[src/rtl/pc_unit.sv]
// Program-counter unit: prioritised next-PC selection, trap/mret handling,
// misaligned-redirect detection and a RUN/HALT control state machine.
module pc_unit #(
  parameter int unsigned     XLEN         = 32,
  parameter logic [XLEN-1:0] RESET_VECTOR = '0,
  parameter logic [XLEN-1:0] TRAP_VECTOR  = XLEN'(32'h100),
  parameter bit              COMPRESSED   = 1'b0
) (
  input  logic            clk,
  input  logic            reset,
  input  logic [XLEN-1:0] PCTarget,
  input  logic            PCSrc,
  input  logic            stall,
  input  logic            trap,
  input  logic            mret,
  input  logic            halt_req,
  input  logic            resume,
  input  logic            inst_len16,
  output logic [XLEN-1:0] program_counter,
  output logic [XLEN-1:0] epc,
  output logic            misaligned,
  output logic            halted,
  output logic [31:0]     pc_updates
);

  localparam int unsigned CNT_W = 32;

  typedef enum logic {
    RUN  = 1'b0,
    HALT = 1'b1
  } state_t;

  state_t            state, state_n;
  logic [XLEN-1:0]   pc_n, epc_n, step;
  logic [CNT_W-1:0]  upd_n;
  logic              mis_n, target_bad;

  // State and datapath registers; reset overrides everything, even mid-HALT.
  always_ff @(posedge clk) begin
    if (reset) begin
      state           <= RUN;
      program_counter <= RESET_VECTOR;
      epc             <= '0;
      misaligned      <= 1'b0;
      pc_updates      <= '0;
    end else begin
      state           <= state_n;
      program_counter <= pc_n;
      epc             <= epc_n;
      misaligned      <= mis_n;
      pc_updates      <= upd_n;
    end
  end

  // Next-state and next-PC selection.
  always_comb begin
    state_n    = state;
    pc_n       = program_counter;
    epc_n      = epc;
    mis_n      = 1'b0;
    upd_n      = pc_updates;
    target_bad = COMPRESSED ? PCTarget[0] : (PCTarget[1:0] != 2'b00);
    step       = (COMPRESSED && inst_len16) ? XLEN'(2) : XLEN'(4);

    case (state)
      RUN: begin
        if (trap) begin
          pc_n  = TRAP_VECTOR;
          epc_n = program_counter;
        end else if (PCSrc && target_bad) begin
          pc_n  = TRAP_VECTOR;
          epc_n = program_counter;
          mis_n = 1'b1;
        end else if (mret) begin
          pc_n = epc;
        end else if (PCSrc) begin
          pc_n = PCTarget;
        end else if (!stall) begin
          pc_n = program_counter + step;
        end
        // Any non-hold assignment counts, even when the value is unchanged.
        if (trap || PCSrc || mret || !stall) begin
          upd_n = pc_updates + CNT_W'(1);
        end
        if (halt_req) begin
          state_n = HALT;
        end
      end
      HALT: begin
        if (resume) begin
          state_n = RUN;
        end
      end
      default: state_n = RUN;
    endcase
  end

  assign halted = (state == HALT);

endmodule

[config.mk]
export PLATFORM = sky130hd
export DESIGN_NAME = pc_unit
export DESIGN_NICKNAME = d
export VERILOG_FILES = /design/src/rtl/pc_unit.sv
export SDC_FILE = /design/constraint.sdc
export NUM_CORES = 1
export LEC_CHECK = 0
export BUFFER_PORTS_ARGS = -buffer_cell sky130_fd_sc_hd__buf_4
export CAP_MARGIN = 20
export CORE_MARGIN = 3
export CORE_UTILIZATION = 35
export CTS_BUF_LIST = sky130_fd_sc_hd__clkbuf_16
export DETAILED_ROUTE_END_ITERATION = 10
export GPL_ROUTABILITY_DRIVEN = 0
export PLACE_DENSITY = 0.67
export SKIP_CTS_REPAIR_TIMING = 1
export SYNTH_ARGS = -nofsm -noshare
export SYNTH_HDL_FRONTEND = slang
export SYNTH_SLANG_ARGS = --single-unit
[constraint.sdc]
create_clock -name clk -period 2.5 [get_ports clk]
set_input_delay 0.25 -clock clk [delete_from_list [all_inputs] [get_ports clk]]
set_output_delay 0.25 -clock clk [all_outputs]
set_load 0.01 [all_outputs]
; ---- Yosys cells after proc, flatten, opt, wreduce, memory -nomap -nowiden
; Cells that the tools add are included.
[word_totals]
regBits = 98
output_inout_bits = 98
[op_classes]
add_sub_neg = 2
eq_ne = 1
muxes = 11
n_bitwise = 1
n_reduce_logical = 11
[op_table]
columns = op, n
row1 = $mux 32, 7
row2 = $add 32x1->32 const B, 1
row3 = $add 32x3->32 const B, 1
row4 = $reduce_and 2->1, 3
row5 = $ne 5x2->1 const B, 1
row6 = $reduce_bool 2->1, 2
row7 = $logic_or 1x1->1, 3
row8 = $mux 1, 3
row9 = $reduce_or 3->1, 1
row10 = $pmux 1 s2, 1
row11 = $logic_and 1x1->1, 1
row12 = $logic_not 1->1, 1
row13 = $not 1->1, 1

; ---- Depth between registers and ports, before layout
[depth]
word_depth = 6
depth_mapped = 8

; ---- Worst setup path after synthesis
; OpenSTA, ideal clock, no wires.
[synth_path]
path_kind = register to register
start = reg pc_updates[9]
end = reg pc_updates[27]
arrival_ns = 1.754
setup_slack_ns = 0.631
path_stages_with_launch = 7
path_buffers = 1
period_less_slack_ns = 1.869
path_cell_list = dfxtp_1 -> nand4_2 -> or4_4 -> buf_6 -> nor4_4 -> a21oi_1 -> o21a_1
[synth_via]
elab_chain_len = 1
[synth_rtl]
columns = element, line_no
row1 = "start, declared", 23  ; output logic [31:0] pc_updates
row2 = "start signal, assigned", 51  ; pc_updates <= upd_n;
row3 = $add 32x1->32, 83  ; upd_n = pc_updates + CNT_W'(1);
; Every way passes these cells.
; A chain may end at the register's enable or synchronous reset.

; ---- Worst setup path after layout
[layout_path]
start = reg program_counter[2]
end = reg program_counter[28]
[layout_via]
elab_chain_len = 6
[layout_rtl]
columns = element, line_no
row1 = "start, declared", 19  ; output logic [XLEN-1:0] program_counter,
row2 = "start signal, assigned", 48  ; program_counter <= pc_n;
row3 = $add 32x3->32, 79  ; pc_n = program_counter + step;
row4 = $mux 32, 78  ; end else if (!stall) begin
row5 = $mux 32, 76  ; end else if (PCSrc) begin
row6 = $mux 32, 74  ; end else if (mret) begin
row7 = $mux 32, 70  ; end else if (PCSrc && target_bad) begin
row8 = $mux 32, 67  ; if (trap) begin
; Every way passes these cells. The select of a mux whose other input is x is not followed.

==> impl_summary.log <==
INFO  metric floorplan.io_pins = 139
INFO  metric finClkSkew = about 0.0049 ns
INFO  metric synth.yosys.seq_area_share = 0.390
INFO  metric area_overhead_vs_synth = 29.7%
INFO  metric rows = 43
INFO  metric number_of_enable_flip_flop_cells_after_synthesis = 0
INFO  metric core_area = 0.0140 mm²
INFO  metric cells_on_worst_reg2reg_path = 6
INFO  metric status = finished clean
INFO  metric synth_flop_cell = sky130_fd_sc_hd__dfxtp_1
INFO  metric grt_max_degree = 35
INFO  metric start_util = 0.360
INFO  metric grt_usage = 0.197
INFO  metric max_slew_margin_vs_limit = 0.612
INFO  metric timing.fmax = 482 MHz
INFO  metric timing.final.setup_violations = 0
INFO  metric timing_worst_setup_path_type = reg -> reg
INFO  metric regToRegStartpoint = program_counter[2]
INFO  metric nNetsFinal = 802
INFO  metric grt_use_met2 = 0.318
INFO  metric totalWireLength = ~16 mm
INFO  metric synthesis.instances = 636
INFO  metric dieWidth = 126 µm
INFO  metric cap_viol_max_count = 0
INFO  metric leading_cell_type_in_the_layout_fill_and_taps_excluded = sky130_fd_sc_hd__buf_4
INFO  metric drc = 0
INFO  metric synthesis.nets = 679
INFO  metric setup.worst_path.start_class = register
INFO  metric power = 3.33 mW
INFO  metric number_of_fill_cells_in_the_layout = around 1400
INFO  metric postSynthRegisterBits = 98
INFO  metric register_area = approximately 0.0020 mm²
INFO  metric die_height = 126 µm
INFO  metric crit_required = 2.74 ns
INFO  metric ctsLongestPathBuffers = 2
INFO  metric post_synth_instance_area = 0.00503 mm²
INFO  metric finalMaxSlewViolations = 0
INFO  metric min_delay_worst_endpoint = halted
INFO  metric cts.htree.levels = 3
INFO  metric async_sr_flop_fraction = 0
INFO  metric post_synth.cell_area_avg = between 7 and 8 µm²
INFO  metric peakVddDrop = 0.290 mV
INFO  metric multi_input_comb_area = ~0.0028 mm²
INFO  metric timing.rr.end = program_counter[28]
INFO  metric via_total_after_detailed_routing = 5153
INFO  metric clock_buffer_count_from_cts = 9
INFO  metric fin_crit_sh = 0.830
INFO  metric ys_types = between 50 and 60
INFO  metric route.antenna.remaining_nets = 0
INFO  metric worstPathCellList = ha_1, nand4_1, buf_4, nor4_1, xnor2_1, o21ai_1
INFO  metric met1_usage = 0.267
INFO  metric critical_path.max_fanout = 8
INFO  metric clock_tree.root_cell = sky130_fd_sc_hd__clkbuf_16
INFO  metric min_from = halt_req
INFO  metric ys.warnings.count = 0
INFO  metric clk_transition_reported_paths = 0.07 ns
INFO  metric cpPeakStageDelay = 0.47 ns
INFO  metric total_leakage_power = 2.45 nW
INFO  metric die_area = 0.0158 mm²
INFO  metric global_route_wire_length_before_repair = 25.5 mm
INFO  metric p_per_area = approximately 510 mW/mm²
INFO  metric cts.sinks = 98
INFO  metric routed_wire_length_per_instance = roughly 17 µm
INFO  metric time_the_final_worst_path_needs_with_i_o_delays_and_setup = 2.08 ns
INFO  metric worstHoldPathType = in -> reg
INFO  metric final_cell_mix = 154 x sky130_fd_sc_hd__buf_4, 98 x sky130_fd_sc_hd__dfxtp_1, 94 x sky130_fd_sc_hd__nand2_1
INFO  metric diodes = 0
INFO  metric final.setup.tns = 0 ns
INFO  metric grt_pass1_vias = 4816
INFO  metric detailedRoute.firstIterationViolations = 375
INFO  metric detailed_place_hpwl = 11.2 mm
INFO  metric busiest_layer = met2
INFO  metric clock_latency_on_the_worst_skew_pair = 0.35 ns
INFO  metric grt_setup_unrepaired = false
INFO  metric worstMarginPinSlew = 0.577 ns
INFO  metric worst_setup_path_end_kind = register
INFO  metric timing_hold_violations_final = 0
INFO  metric crit_arrival = 2.32 ns
INFO  metric internal_reg_to_reg_setup_slack = around 0.42 ns
INFO  metric total_overflow_reported_by_the_global_router = 0
INFO  metric drtPass1Iterations = 5
INFO  metric post_drt_via_cell_ratio = 5.48
INFO  metric whs_path_depth = 3
INFO  metric grt_antenna_before_repair = 0
INFO  metric grt_util_met3 = 0.0344
INFO  metric cp_slowest_cell = sky130_fd_sc_hd__dfxtp_1
INFO  metric cts_tree = yes
INFO  metric drive_gt1_frac = 0.242
INFO  metric place.port_buffers = 137
[state kept, by name, summed over array words and instances, names as in the netlist]
name and cells:
pc_updates 32, misaligned 1, epc 32, halted 1, program_counter 32
[worst max-delay path by stage]
stage / startpoint / endpoint / slack [ns] / cells past startpoint
6_report: program_counter[2] / program_counter[28] / 0.42 / 6
3_3_place_gp: trap / program_counter[6] / 0.51 / 6
3_5_place_dp: program_counter[2] / program_counter[28] / 0.47 / 6
2_1_floorplan: pc_updates[9] / pc_updates[27] / 0.63 / 6
4_1_cts: program_counter[2] / program_counter[28] / 0.45 / 6
5_1_grt: program_counter[2] / program_counter[30] / 0.29 / 6
[synth_stat cells, types with 11 or more instances]
cell / number / area (µm²)
sky130_fd_sc_hd__nand3_1: 17 / 85.1
sky130_fd_sc_hd__inv_1: 19 / 71.3
sky130_fd_sc_hd__nand2_1: 94 / 353
sky130_fd_sc_hd__o21ai_0: 29 / 145
sky130_fd_sc_hd__buf_2: 11 / 55.1
sky130_fd_sc_hd__dfxtp_1: 98 / 1960
sky130_fd_sc_hd__nor3_1: 27 / 135
sky130_fd_sc_hd__a21oi_1: 49 / 245
sky130_fd_sc_hd__a22oi_1: 14 / 105
sky130_fd_sc_hd__clkbuf_1: 26 / 97.6
sky130_fd_sc_hd__nor2_1: 53 / 199
sky130_fd_sc_hd__nand4_1: 16 / 100
sky130_fd_sc_hd__xnor2_1: 37 / 324
[logic make-up after synthesis]
group,synth area share
xor gates and xnor gates,0.0766
buffers and inverters,0.0520
DFF,0.390
and+or+nand+nor,0.275
AOI/OAI and AO/OA,0.200
adders and majority gates,0.00497
muxes,0.00199
[per-stage QoR]
step	hold slack (ns)	instance area (µm²)	util	cells	setup WS, ns
after floorplan	0.329	5030	-	636	0.631
after global placement	0.455	6260	0.448	928	0.508
after detailed placement	0.463	6260	0.448	928	0.475
after CTS	0.128	6530	0.467	940	0.449
after global routing	0.139	6530	0.467	940	0.293
final	0.140	6530	0.467	940	0.424
[layout make-up]
| type | instances | area share |
|---|---|---|
| clock buffer | 9 | 0.0345 |
| clock inverter | 3 | 0.00575 |
| inverter | 19 | 0.0109 |
| multi-input combinational | 475 | 0.431 |
| sequential | 98 | 0.301 |
| tap | 180 | 0.0345 |
| timing repair buffer | 156 | 0.183 |
[critical path: cells and delay by family (launching register included)]
kind | cells | cell delay, ns
simple gates | 2 | 0.65
flops | 1 | 0.47
buf+inv | 1 | 0.31
fa+ha+maj | 1 | 0.30
xor+xnor | 1 | 0.17
compound gates | 1 | 0.07
[power by group]
part	internal (mW)	leakage [nW]	switching, mW
combinational	0.154	1.52	0.220
sequential	1.59	0.792	0.0385
clock	0.747	0.136	0.585
total	2.49	2.45	0.843
[metal layers]
metal  vias up  part of all wire
li1       2509                 -
met1      2468              0.46
met2       160              0.47
met3        16             0.056
met4         0             0.014
met5         -                 0
Note: power is estimated with default switching activity, not from simulation.
